--- src/rtl/sdram_arb_pkg.sv ---
// sdram_arb_pkg: shared state encoding, address field layout and refresh default for the SDRAM arbiter.
package sdram_arb_pkg;
  typedef enum logic [1:0] {IDLE, ISSUE, WAIT_DONE} arb_state_e;
  localparam int COL_W = 9;
  localparam int ROW_W = 13;
  localparam int BANK_W = 2;
  localparam int COL_OFF = 0;
  localparam int ROW_OFF = COL_OFF + COL_W;
  localparam int BANK_OFF = ROW_OFF + ROW_W;
  localparam int REFRESH_CYCLES_DEF = 1115;
endpackage

--- src/rtl/sdram_refresh_timer.sv ---
// sdram_refresh_timer: free-running refresh down-counter with a sticky pending flag.
// SDRAM_ARB_GRANT_CNT_EN adds refresh_drop, high when an expiry is lost to an already-pending refresh.
module sdram_refresh_timer
  import sdram_arb_pkg::*;
#(
  parameter int REFRESH_CYCLES = REFRESH_CYCLES_DEF
) (
  input  logic ck143,
  input  logic reset,
  input  logic refresh_ack,
  output logic refresh_pending
`ifdef SDRAM_ARB_GRANT_CNT_EN
  ,
  output logic refresh_drop
`endif
);
  localparam int CW = $clog2(REFRESH_CYCLES);
  logic [CW-1:0] cnt_q, cnt_d;
  logic pend_q, pend_d, expire;
  always_comb begin
    expire = cnt_q == '0;
    cnt_d  = expire ? CW'(REFRESH_CYCLES - 1) : cnt_q - 1'b1;
    pend_d = expire | (pend_q & ~refresh_ack);
  end
  always_ff @(posedge ck143) begin
    if (reset) begin
      cnt_q  <= CW'(REFRESH_CYCLES - 1);
      pend_q <= 1'b0;
    end else begin
      cnt_q  <= cnt_d;
      pend_q <= pend_d;
    end
  end
  assign refresh_pending = pend_q;
`ifdef SDRAM_ARB_GRANT_CNT_EN
  assign refresh_drop = expire & pend_q & ~refresh_ack;
`endif
endmodule

--- src/rtl/sdram_access_arbiter.sv ---
// sdram_access_arbiter: round-robin sharing of one SDRAM command port with refresh preemption.
// SDRAM_ARB_GRANT_CNT_EN adds per-requester grant counters and a sticky refresh_overrun flag.
module sdram_access_arbiter
  import sdram_arb_pkg::*;
#(
  parameter int NUM_REQ = 2,
  parameter int ADDR_W = BANK_W + ROW_W + COL_W,
  parameter int REFRESH_CYCLES = REFRESH_CYCLES_DEF
) (
  input  logic                        ck143,
  input  logic                        reset,
  input  logic [NUM_REQ-1:0]          req_valid,
  input  logic [NUM_REQ-1:0]          req_write,
  input  logic [NUM_REQ*ADDR_W-1:0]   req_addr,
  output logic [NUM_REQ-1:0]          req_ready,
  output logic                        cmd_valid,
  input  logic                        cmd_ready,
  output logic                        cmd_refresh,
  output logic                        cmd_write,
  output logic [ADDR_W-1:0]           cmd_addr,
  input  logic                        cmd_done,
  output logic [$clog2(NUM_REQ)-1:0]  grant_id,
  output logic                        busy
`ifdef SDRAM_ARB_GRANT_CNT_EN
  ,
  output logic [NUM_REQ*16-1:0]       grant_count,
  output logic                        refresh_overrun
`endif
);
  localparam int GW = $clog2(NUM_REQ);
  arb_state_e state_q, state_d;
  logic [GW-1:0] rr_q, rr_d, grant_id_q, grant_id_d, pick;
  logic cmd_refresh_q, cmd_refresh_d, cmd_write_q, cmd_write_d;
  logic [ADDR_W-1:0] cmd_addr_q, cmd_addr_d;
  logic refresh_pending, refresh_ack;
  // Scan downward so the nearest valid requester after the pointer wins.
  function automatic logic [GW-1:0] rr_pick(input logic [NUM_REQ-1:0] v, input logic [GW-1:0] p);
    rr_pick = p;
    for (int i = NUM_REQ; i >= 1; i--)
      if (v[(int'(p) + i) % NUM_REQ]) rr_pick = GW'((int'(p) + i) % NUM_REQ);
  endfunction
  always_comb begin
    state_d       = state_q;
    rr_d          = rr_q;
    grant_id_d    = grant_id_q;
    cmd_refresh_d = cmd_refresh_q;
    cmd_write_d   = cmd_write_q;
    cmd_addr_d    = cmd_addr_q;
    req_ready     = '0;
    pick          = rr_pick(req_valid, rr_q);
    case (state_q)
      IDLE:
        if (refresh_pending) begin
          cmd_refresh_d = 1'b1;
          state_d       = ISSUE;
        end else if (|req_valid) begin
          cmd_write_d     = req_write[pick];
          cmd_addr_d      = req_addr[int'(pick)*ADDR_W +: ADDR_W];
          grant_id_d      = pick;
          rr_d            = pick;
          req_ready[pick] = ~reset;
          state_d         = ISSUE;
        end
      ISSUE:
        if (cmd_ready) state_d = WAIT_DONE;
      WAIT_DONE:
        if (cmd_done) begin
          state_d       = IDLE;
          cmd_refresh_d = 1'b0;
        end
      default: state_d = IDLE;
    endcase
  end
  always_ff @(posedge ck143) begin
    if (reset) begin
      state_q       <= IDLE;
      rr_q          <= GW'(NUM_REQ - 1);
      grant_id_q    <= '0;
      cmd_refresh_q <= 1'b0;
      cmd_write_q   <= 1'b0;
      cmd_addr_q    <= '0;
    end else begin
      state_q       <= state_d;
      rr_q          <= rr_d;
      grant_id_q    <= grant_id_d;
      cmd_refresh_q <= cmd_refresh_d;
      cmd_write_q   <= cmd_write_d;
      cmd_addr_q    <= cmd_addr_d;
    end
  end
  assign refresh_ack = (state_q == ISSUE) & cmd_refresh_q & cmd_ready;
  assign cmd_valid   = state_q == ISSUE;
  assign busy        = state_q != IDLE;
  assign cmd_refresh = cmd_refresh_q;
  assign cmd_write   = cmd_write_q;
  assign cmd_addr    = cmd_addr_q;
  assign grant_id    = grant_id_q;
`ifdef SDRAM_ARB_GRANT_CNT_EN
  logic refresh_drop;
  logic [NUM_REQ*16-1:0] gcnt_q, gcnt_d;
  logic ovr_q, ovr_d;
  sdram_refresh_timer #(.REFRESH_CYCLES(REFRESH_CYCLES)) u_timer (
    .ck143(ck143), .reset(reset), .refresh_ack(refresh_ack),
    .refresh_pending(refresh_pending), .refresh_drop(refresh_drop)
  );
  always_comb begin
    gcnt_d = gcnt_q;
    for (int i = 0; i < NUM_REQ; i++)
      if (req_ready[i] && gcnt_q[i*16 +: 16] != 16'hFFFF) gcnt_d[i*16 +: 16] = gcnt_q[i*16 +: 16] + 16'd1;
    ovr_d = ovr_q | refresh_drop;
  end
  always_ff @(posedge ck143) begin
    if (reset) begin
      gcnt_q <= '0;
      ovr_q  <= 1'b0;
    end else begin
      gcnt_q <= gcnt_d;
      ovr_q  <= ovr_d;
    end
  end
  assign grant_count     = gcnt_q;
  assign refresh_overrun = ovr_q;
`else
  sdram_refresh_timer #(.REFRESH_CYCLES(REFRESH_CYCLES)) u_timer (
    .ck143(ck143), .reset(reset), .refresh_ack(refresh_ack), .refresh_pending(refresh_pending)
  );
`endif
endmodule

--- config.mk ---
export PLATFORM = sky130hd
export DESIGN_NAME = sdram_access_arbiter
export DESIGN_NICKNAME = d
export VERILOG_FILES = /design/src/rtl/sdram_arb_pkg.sv /design/src/rtl/sdram_refresh_timer.sv /design/src/rtl/sdram_access_arbiter.sv
export SDC_FILE = /design/constraint.sdc
export NUM_CORES = 1
export LEC_CHECK = 0
export ABC_AREA = 1
export ABC_CLOCK_PERIOD_IN_PS = 1100
export BUFFER_PORTS_ARGS = -buffer_cell sky130_fd_sc_hd__buf_4
export CAP_MARGIN = 40
export CORE_ASPECT_RATIO = 1.25
export CORE_MARGIN = 2
export CORE_UTILIZATION = 25
export DETAILED_ROUTE_END_ITERATION = 10
export GPL_ROUTABILITY_DRIVEN = 0
export HOLD_SLACK_MARGIN = 0.08
export PLACE_DENSITY_LB_ADDON = 0.1
export SLEW_MARGIN = 10
export SYNTH_ARGS = -nofsm -noshare
export SYNTH_HDL_FRONTEND = slang
export SYNTH_SLANG_ARGS = --single-unit
--- constraint.sdc ---
create_clock -name ck143 -period 1.1 [get_ports ck143]
set_input_delay 0.11 -clock ck143 [delete_from_list [all_inputs] [get_ports ck143]]
set_output_delay 0.11 -clock ck143 [all_outputs]
set_load 0.05 [all_outputs]
; ---- Word level (Yosys, flattened, before mapping)
; Cells that the tools add are included.
[op_classes]
n_addsub = 3
multipliers = 1
div = 0
magnitude_cmp = 4
n_eq_ne = 6
shifts = 1
mux = 23
bitwise = 10
reduce_logical = 10
[op_table]
columns = cell, n
row1 = $shiftx A48 B7 Y24, 1
row2 = $mux W2, 7
row3 = $mux W1, 13
row4 = $logic_not A11 Y1, 1
row5 = $sub A11 B1 Y11 const B, 1
row6 = $reduce_and A3 Y1, 3
row7 = $lt A2 B3 Y1 const B, 2
row8 = $pmux W2 S3, 1
row9 = $ne A2 B1 Y1 const B, 2
row10 = $reduce_bool A2 Y1, 2
row11 = $reduce_or A2 Y1, 2
row12 = $and A1 B1 Y1, 3
row13 = $mul A1 B2 Y3 const B, 1
row14 = $ne A3 B2 Y1 const B, 1
row15 = $not A1 Y1, 3
row16 = $add A1 B1 Y1 const B, 2
row17 = $and A1 B1 Y1 const A, 2
row18 = $and A2 B2 Y2, 1
row19 = $eq A2 B1 Y1 const B, 1
row20 = $eq A2 B2 Y1 const B, 1
row21 = $logic_not A2 Y1, 1
row22 = $lt A1 B2 Y1 const B, 1
row23 = $ne A2 B2 Y1 const B, 1
row24 = $pmux W1 S2, 1
row25 = 4 further kinds, 4
[word_totals]
register_bits = 42
latch_bits = 0
mem_bits_rw = 0
romBits = 0
input_bits = 56
out_inout_bits = 31
elab_cells = 66
n_memories = 0

; ---- Depth between registers and ports, before layout
; Gate-level depths: netlist of the first run.
[logic_depth]
depth_word = 15
ltp_mapped = 8
depth_no_buf = 8

; ---- Cells and area by module
; A second synthesis of the first run with hierarchy kept.
[unflattened]
cells_unflattened = 321
area_unflattened_um2 = 2140.8
[by_module_without_submodules]
columns = mod, n_inst, cells_each, area_each_um2, seq_area_each_um2
row1 = sdram_access_arbiter, 1, 235, 1502.7, 600.6
row2 = sdram_refresh_timer, 1, 86, 638.1, 240.2

; ---- Worst setup path after synthesis of the first run
; Ideal clock, no wire load.
[synth_timing]
kind = reg-to-reg
startpoint = register rr_q
endpoint = register rr_q
arrival_ns = 1.560
required_ns = 0.946
path_slack_ns = -0.614
stages_incl_launch_ff = 7
path_buffers = 1
period_less_slack_ns = 1.714
path_cell_list = dfxtp_1 > inv_1 > nand2_2 > nand2_4 > buf_2 > nor2_1 > nor2_1
[synth_between]
elab_chain_cells = 6
elab_cells_between_ends = 10
[synth_lines]
columns = element, line_no
row1 = "start, declared", sdram_access_arbiter.sv:32  ; logic [GW-1:0] rr_q, rr_d, grant_id_q, grant_id_d, pick;
row2 = "start signal, assigned", sdram_access_arbiter.sv:77  ; rr_q <= GW'(NUM_REQ - 1);
row3 = "start signal, assigned", sdram_access_arbiter.sv:84  ; rr_q <= rr_d;
row4 = $add A1 B1 Y1, sdram_access_arbiter.sv:40  ; if (v[(int'(p) + i) % NUM_REQ]) rr_pick = GW'((int'(p) + i) % NUM_REQ);
row5 = $mux W1 (implied by the code) (3 in series), sdram_access_arbiter.sv:40
row6 = $mux W1, sdram_access_arbiter.sv:40
row7 = $mux W1 (*), sdram_access_arbiter.sv:40
; Mark *: on every way between the ends. The rest lies on a longest branch, timed or not. The select of a mux whose other input is x is not followed.
; A chain may end at the register's enable or synchronous reset.

; ---- Final worst setup path of the first run
[layout_timing]
startpoint = register state_q[1]
endpoint = output port req_ready[1]
[layout_between]
elab_chain_cells = 2
[layout_lines]
columns = element, line_no
row1 = "start, declared", sdram_access_arbiter.sv:31  ; arb_state_e state_q, state_d;
row2 = "start signal, assigned", sdram_access_arbiter.sv:83  ; state_q <= state_d;
row3 = $logic_not A2 Y1, sdram_access_arbiter.sv:51  ; case (state_q)
row4 = $mux W2, sdram_access_arbiter.sv:51
row5 = "end, declared", sdram_access_arbiter.sv:15  ; output logic [NUM_REQ-1:0] req_ready,
; Every way passes these cells.

==> out/metrics.csv, run 1 <==
stage,metric,value,unit
logic_synthesis,synth_top_area_share,0.402,
sta,slew_headroom,0.820,
cts,clock_latency,0.29,ns
cells_and_area,nFillCells,875,
cts,numCtsBuffers,5,
die,fp.dieH,106,µm
min_path,min_delay_path_depth,5,
critical_path,required,0.99,ns
critical_path,rrSetupSlack,-0.23,ns
detailed_routing,vias,2390,
placement,dp_hpwl,4480,µm
critical_path,path_cells,nor2_4 -> nand2_2 -> nor2_4 -> nand2_4 -> clkinv_4 -> nand2_4 -> clkinvlp_4 -> buf_8,
detailed_routing,post_drt_via_cell_ratio,4.44,
pwr,leakage,0.00184,µW
die,start_util,0.255,
cells_and_area,fin_nets,498,
flow_run,drv_cap,0,
critical_path,setup.worst_path.class,reg -> out,
logic_synthesis,syn_area_per_cell,6.49,µm²
sta,holdWs,0.0987,ns
critical_path,r2r-end,cmd_addr[8],
global_route,grt.overflow.total,0,
detailed_routing,dr.pass1.iters,7,
cells_and_area,postLayoutCellArea,3700,µm²
critical_path,critPathLaunchType,flop,
critical_path,crit_buf_inv,3,
cts,htree_levels,2,
critical_path,cp.arrival,1.32,ns
min_path,worst_hold_startpoint,req_addr[32],
min_path,min_to,cmd_addr[8],
cells_and_area,n_antenna_cell,0,
pwr,peakVddDrop,0.523,mV
sta,post-route-period-util,1.30,
pwr,internal_power,3430,µW
cts,tritoncts,built,
sta,max_freq,699,MHz
critical_path,crit_path_end_kind,output port,
logic_synthesis,ys_top_cells_by_area,"dfxtp_1, nand2_1, nand3_1",
pwr,switchingPower,2230,µW
detailed_routing,drt_iter0_drc,84,
critical_path,critical_path.slowest_cell,dfxtp_2,
detailed_routing,drc,6,
die,dieArea,9110,µm²
die,core-area,8190,µm²
logic_synthesis,synth_seq_area_share,0.402,
die,ios,87,
critical_path,crit_family,simple AND/OR/NAND/NOR gates,
logic_synthesis,synth_top_area_cell,dfxtp_1,
sta,finalMaxSlewViolations,0,
sta,setup_viol_count_final,36,
cells_and_area,fin_util,0.452,
cts,postCtsHoldBufs,0,
cells_and_area,drive_gt1_frac,0.503,
sta,rsz0062_at_grt,yes,
global_route,grt_pass1_vias,2241,
global_route,grt_max_degree,27,
logic_synthesis,syn_nets,380,
outcome,violations,"design-rule violations, negative setup slack",
pwr,pwr-share-clk,0.219,
critical_path,r2r_cells,10,
cells_and_area,syn2layout_area_growth,77.1,%
sta,tightest_slew,0.269,ns
outcome,status,finished with violations,
global_route,grt_pass1_wl,10700,µm
detailed_routing,drtAntennaViolNets,0,
logic_synthesis,synth_seq_cells,42,
logic_synthesis,ys_types,23,
detailed_routing,wl,7170,µm
pwr,power_frac_seq,0.324,
pwr,power.density,1530,nW/µm²
die,num_rows,37,
cts,clock-sinks,42,
logic_synthesis,ys_warn_count,0,
detailed_routing,wl_per_cell,13.3,µm
critical_path,r2r-start,state_q[1],
sta,finClkSkew,0.00349,ns
pwr,p_comb_frac,0.457,
logic_synthesis,postSynthCellCount,322,
pwr,switching_share,0.394,
min_path,min_path_type,in -> reg,
logic_synthesis,synth_area,2090,µm²
global_route,grtUsageTotal,0.150,
global_route,antenna_found_initial,0,
die,die_w,85.8,µm
cts,cts_root_buffer,clkbuf_8,
placement,placed_area,3020,µm²
critical_path,max_stage_delay,0.34,ns
placement,numPortBuffers,86,
sta,fin_crit,1.43,ns
critical_path,critPathMaxFanout,2,
sta,finalHoldViolations,0,
sta,finalWorstSetupSlack,-0.330,ns
cts,cts_buffer_depth,2,
cts,clkTransAtPathRegs,0.08,ns
how the worst max path moves through the flow:
stage	start	to	slack, ns	depth (start not counted)
after floorplan	state_q[1]	rr_q	-0.15	6
after global placement	state_q[0]	req_ready[1]	-0.12	8
after detailed placement	state_q[0]	req_ready[1]	-0.13	8
after CTS	state_q[1]	req_ready[1]	-0.36	8
after global routing	state_q[1]	req_ready[1]	-0.40	8
final	state_q[1]	req_ready[1]	-0.33	8
per-layer routing:
| metal | routed length (µm) | share of wire | vias up | GRT usage |
|---|---|---|---|---|
| met5 | 0 | 0 | - | 0 |
| met4 | 35 | 0.0049 | 0 | 0.0374 |
| met3 | 394 | 0.055 | 2 | 0.0318 |
| met2 | 3680 | 0.51 | 51 | 0.261 |
| met1 | 3060 | 0.43 | 1077 | 0.186 |
| li1 | - | - | 1260 | - |
area by class of cell:
type	count	area [µm²]	area share
inverters	24	121	0.0328
clock buffers	7	76.3	0.0206
multi-input cells	243	1380	0.374
flip-flops and latches	42	852	0.230
repair buffers	123	1110	0.300
repair inverters	1	8.76	0.00237
clock inverters	1	30.0	0.00811
well taps	97	121	0.0328
logic make-up (layout without fill, tap and decap cells):
group                    Yosys count  count (layout)  synth area share
AND/OR/NAND/NOR                  227             227             0.465
flip-flops                        42              42             0.402
adder cells (fa/ha/maj)            2               2            0.0120
XOR/XNOR                           1               1           0.00419
buffers and inverters             37             156            0.0838
AO/OA/AOI/OAI                     13              13            0.0323
placed cells by master, fill, tap and decap left out, types with 6 or more instances in the layout:
| cell type | n |
|---|---|
| nand2_2 | 28 |
| nor2_4 | 11 |
| buf_4 | 102 |
| a21oi_2 | 6 |
| dfxtp_2 | 9 |
| inv_1 | 12 |
| nand2_4 | 8 |
| dfxtp_1 | 33 |
| nor2_1 | 7 |
| nand2_1 | 97 |
| nor2_2 | 8 |
| buf_6 | 10 |
| nand3_1 | 57 |
sequential cells by signal, summed over array words and instances, names as in the netlist:
| name | count |
|---|---|
| grant_id | 1 |
| u_timer.cnt_q | 11 |
| cmd_addr | 24 |
| cmd_refresh | 1 |
| rr_q | 1 |
| state_q | 2 |
| cmd_write | 1 |
| u_timer.refresh_pending | 1 |
per-stage QoR:
step | setup WS, ns | total power, µW | instances | setup TNS, ns
6_report | -0.330 | 5660 | 538 | -6.31
3_5_place_dp | -0.131 | 3890 | 514 | -4.18
5_1_grt | -0.405 | 5950 | 538 | -8.83
2_1_floorplan | -0.153 | 3160 | 322 | -0.445
3_3_place_gp | -0.119 | 3880 | 514 | -3.85
4_1_cts | -0.359 | 5430 | 533 | -6.13
worst reg2reg max path, delay by kind of cell (launching register included):
kind,cells,cell delay [ns]
buf+inv,4,0.47
flops,1,0.34
simple gates,6,0.47
Yosys cell counts:
cell	instances
nor3_1	2
clkbuf_1	1
o21bai_1	1
inv_2	1
clkinv_4	1
ha_1	2
nand3_1	63
dfxtp_1	42
or2_2	1
o21ai_0	5
nand3b_1	1
xor2_1	1
nor2_1	24
buf_6	2
nand2_1	129
buf_1	1
nand2_2	4
nor2_4	2
buf_4	2
buf_2	7
a21oi_1	7
inv_1	22
nand2_4	1
repair_timing:
action | 4_1_cts | 5_1_grt
cloned | 2 | 3
setup buffers | 10 | 3
setup endpoints to repair | 43 | 46
resized for setup | 35 | 87
pin swaps | 12 | 17
power groups by stage:
stage	clock network [µW]	logic (µW)	registers, µW
CTS	1280	2330	1820
finish	1240	2580	1830
global route	1330	2760	1860
floorplan	0	815	2350
detailed placement	0	2040	1850
global placement	0	2040	1850
(Power assumes the default switching activity.)
==> inputs of run 2 (changes only) <==
--- a/config.mk
+++ b/config.mk
@@ -16,6 +16,7 @@
 export GPL_ROUTABILITY_DRIVEN = 0
 export HOLD_SLACK_MARGIN = 0.08
 export PLACE_DENSITY_LB_ADDON = 0.1
+export SKIP_LAST_GASP = 1
 export SLEW_MARGIN = 10
 export SYNTH_ARGS = -nofsm -noshare
 export SYNTH_HDL_FRONTEND = slang
==> run 2 against run 1 <==
  * The flow still finishes with violations (design-rule violations, negative setup slack)
  * Flip-flop and latch count unchanged
  * Sequential power hardly changed
  * Total power shrank 3.8%
  * Setup slack improved by 0.0031 ns
  * Global-route usage stayed put
  * Register-to-register slack is essentially flat
  * Routed wire length decreased by 6.3%
  * Final cell count decreased by 0.74%
  * Utilization decreased by 2.0 points
  * Combinational power fell by 8%
  * Largest cell class unchanged
==> out/metrics.csv, run 2 (same netlist as run 1, synthesis figures left out) <==
stage,metric,value,unit,change
sta,tightest_slew,0.276,ns,was 0.269 ns
detailed_routing,vias,2340,,was 2390
critical_path,setup.worst_path.class,reg -> out,,unchanged
cells_and_area,fin_nets,494,,was 498
critical_path,critical_path.slowest_cell,dfxtp_2,,unchanged
pwr,peakVddDrop,0.507,mV,was 0.523 mV
placement,placed_area,3020,µm²,unchanged
pwr,internal_power,3350,µW,was 3430 µW
min_path,min_delay_path_depth,5,,unchanged
cts,tritoncts,built,,unchanged
critical_path,max_stage_delay,0.34,ns,about the same
critical_path,path_cells,nor2_4 -> nand2_2 -> nor2_4 -> nand2_4 -> clkinv_4 -> nand2_4 -> clkinvlp_4 -> buf_8,,unchanged
cts,clkTransAtPathRegs,0.08,ns,about the same
critical_path,r2r_cells,9,,was 10
cells_and_area,n_antenna_cell,0,,unchanged
global_route,grt_pass1_vias,2242,,was 2241
detailed_routing,drc,6,,unchanged
die,dieArea,9110,µm²,unchanged
critical_path,crit_path_end_kind,output port,,unchanged
global_route,grtUsageTotal,0.150,,unchanged
global_route,grt_pass1_wl,10700,µm,unchanged
detailed_routing,drt_iter0_drc,116,,was 84
placement,numPortBuffers,86,,unchanged
placement,dp_hpwl,4480,µm,unchanged
die,die_w,85.8,µm,unchanged
die,fp.dieH,106,µm,unchanged
sta,slew_headroom,0.815,,was 0.820
cts,clock-sinks,42,,unchanged
sta,fin_crit,1.43,ns,about the same
die,num_rows,37,,unchanged
pwr,switching_share,0.385,,was 0.394
sta,post-route-period-util,1.30,,about the same
cts,cts_root_buffer,clkbuf_8,,unchanged
sta,finClkSkew,0.00468,ns,was 0.00349 ns
sta,max_freq,701,MHz,was 699 MHz
pwr,switchingPower,2100,µW,was 2230 µW
critical_path,critPathLaunchType,flop,,unchanged
detailed_routing,post_drt_via_cell_ratio,4.38,,was 4.44
outcome,status,finished with violations,,unchanged
detailed_routing,dr.pass1.iters,8,,was 7
critical_path,cp.arrival,1.32,ns,about the same
detailed_routing,wl_per_cell,12.6,µm,was 13.3 µm
sta,finalMaxSlewViolations,0,,unchanged
critical_path,required,0.99,ns,about the same
pwr,fin_total_pwr,5440,µW,was 5660 µW
pwr,leakage,0.00178,µW,was 0.00184 µW
outcome,violations,"design-rule violations, negative setup slack",,unchanged
cts,postCtsHoldBufs,0,,unchanged
min_path,min_path_type,in -> reg,,unchanged
global_route,grt.overflow.total,0,,unchanged
pwr,power.density,1540,nW/µm²,was 1530 nW/µm²
cells_and_area,mostFrequentLayoutCells,"nand2_1, buf_4, nand3_1, dfxtp_1, inv_1",,"was buf_4, nand2_1, nand3_1, dfxtp_1, nand2_2"
pwr,p_comb_frac,0.437,,was 0.457
global_route,antenna_found_initial,0,,unchanged
sta,holdWs,0.0889,ns,was 0.0987 ns
die,start_util,0.255,,unchanged
cts,cts_buffer_depth,2,,unchanged
flow_run,drv_cap,0,,unchanged
pwr,power_frac_seq,0.337,,was 0.324
sta,setup_viol_count_final,35,,was 36
pwr,pwr-share-clk,0.226,,was 0.219
die,core-area,8190,µm²,unchanged
cts,htree_levels,2,,unchanged
cts,numCtsBuffers,5,,unchanged
placement,pre_cts_ws,-0.131,ns,unchanged
critical_path,critPathMaxFanout,2,,unchanged
sta,finalWorstSetupSlack,-0.327,ns,was -0.330 ns
cells_and_area,postLayoutCellArea,3530,µm²,was 3700 µm²
cells_and_area,final_common_cell,nand2_1,,was buf_4
detailed_routing,drtAntennaViolNets,0,,unchanged
cells_and_area,drive_gt1_frac,0.430,,was 0.503
cells_and_area,syn2layout_area_growth,69.1,%,was 77.1%
cts,clock_latency,0.29,ns,about the same
sta,rsz0062_at_grt,yes,,unchanged
global_route,grt_max_degree,27,,unchanged
cells_and_area,largest_reg_flops,24,,unchanged
sta,finalHoldViolations,0,,unchanged
die,ios,87,,unchanged
detailed_routing,wl,6710,µm,was 7170 µm
-- run 2: cell count changes in the layout (fill, tap and decap cells not counted), moves of 2 or more --
cell	change
nand2_2	-24
inv_2	-2
nand2_1	+27
inv_1	+2
nand2_4	-3
buf_4	+2
clkbuf_16	-2
buf_6	-2
-- run 2: worst max-delay path: cells and delay by family (launching register included) --
family	cells	cell delay, ns
buf+inv	3	0.26
flops	1	0.34
simple gates	5	0.42
-- run 2: timing repair --
item                       CTS  global route
gates resized for setup     34            49
buffers inserted            10             2
cloned                       2             0
pin swaps                   12            16
setup endpoints to repair   43            46
-- run 2: layer usage --
layer,vias up,wire length (µm),GRT usage
met3,2,341,0.0318
li1,1247,-,-
met5,-,0,0
met1,1045,2970,0.187
met4,0,35,0.0374
met2,46,3370,0.260
-- run 2: area by class of cell --
class,instances,area (µm²)
Multi-Input combinational cell,243,1300
Timing Repair Buffer,120,1040
Clock buffer,7,76.3
Inverter,24,116
Fill cell,876,4660
Tap cell,97,121
Sequential cell,42,852
Clock inverter,1,30.0
-- run 2: worst paths after layout --
kind | startpoint | end | slack (ns)
setup reg to reg | rr_q | cmd_addr[4] | -0.24
hold / removal | req_addr[35] | cmd_addr[11] | 0.09
hold reg to reg | u_timer.cnt_q[0] | u_timer.cnt_q[0] | 0.43
setup / recovery | state_q[1] | req_ready[1] | -0.33
-- run 2: through the flow --
stage               setup TNS (ns)  instances   util
floorplan                   -0.445        322      -
global placement             -3.85        514  0.369
detailed placement           -4.18        514  0.369
CTS                          -6.14        533  0.409
global route                 -8.37        534  0.431
finish                       -5.26        534  0.431
-- run 2: power by group through the flow --
stage,sequential [µW],clock (µW),combinational (µW)
after global placement,1850,0,2040
after detailed placement,1850,0,2040
after CTS,1820,1280,2320
after floorplan,2350,0,815
after global routing,1850,1330,2550
final,1830,1230,2380
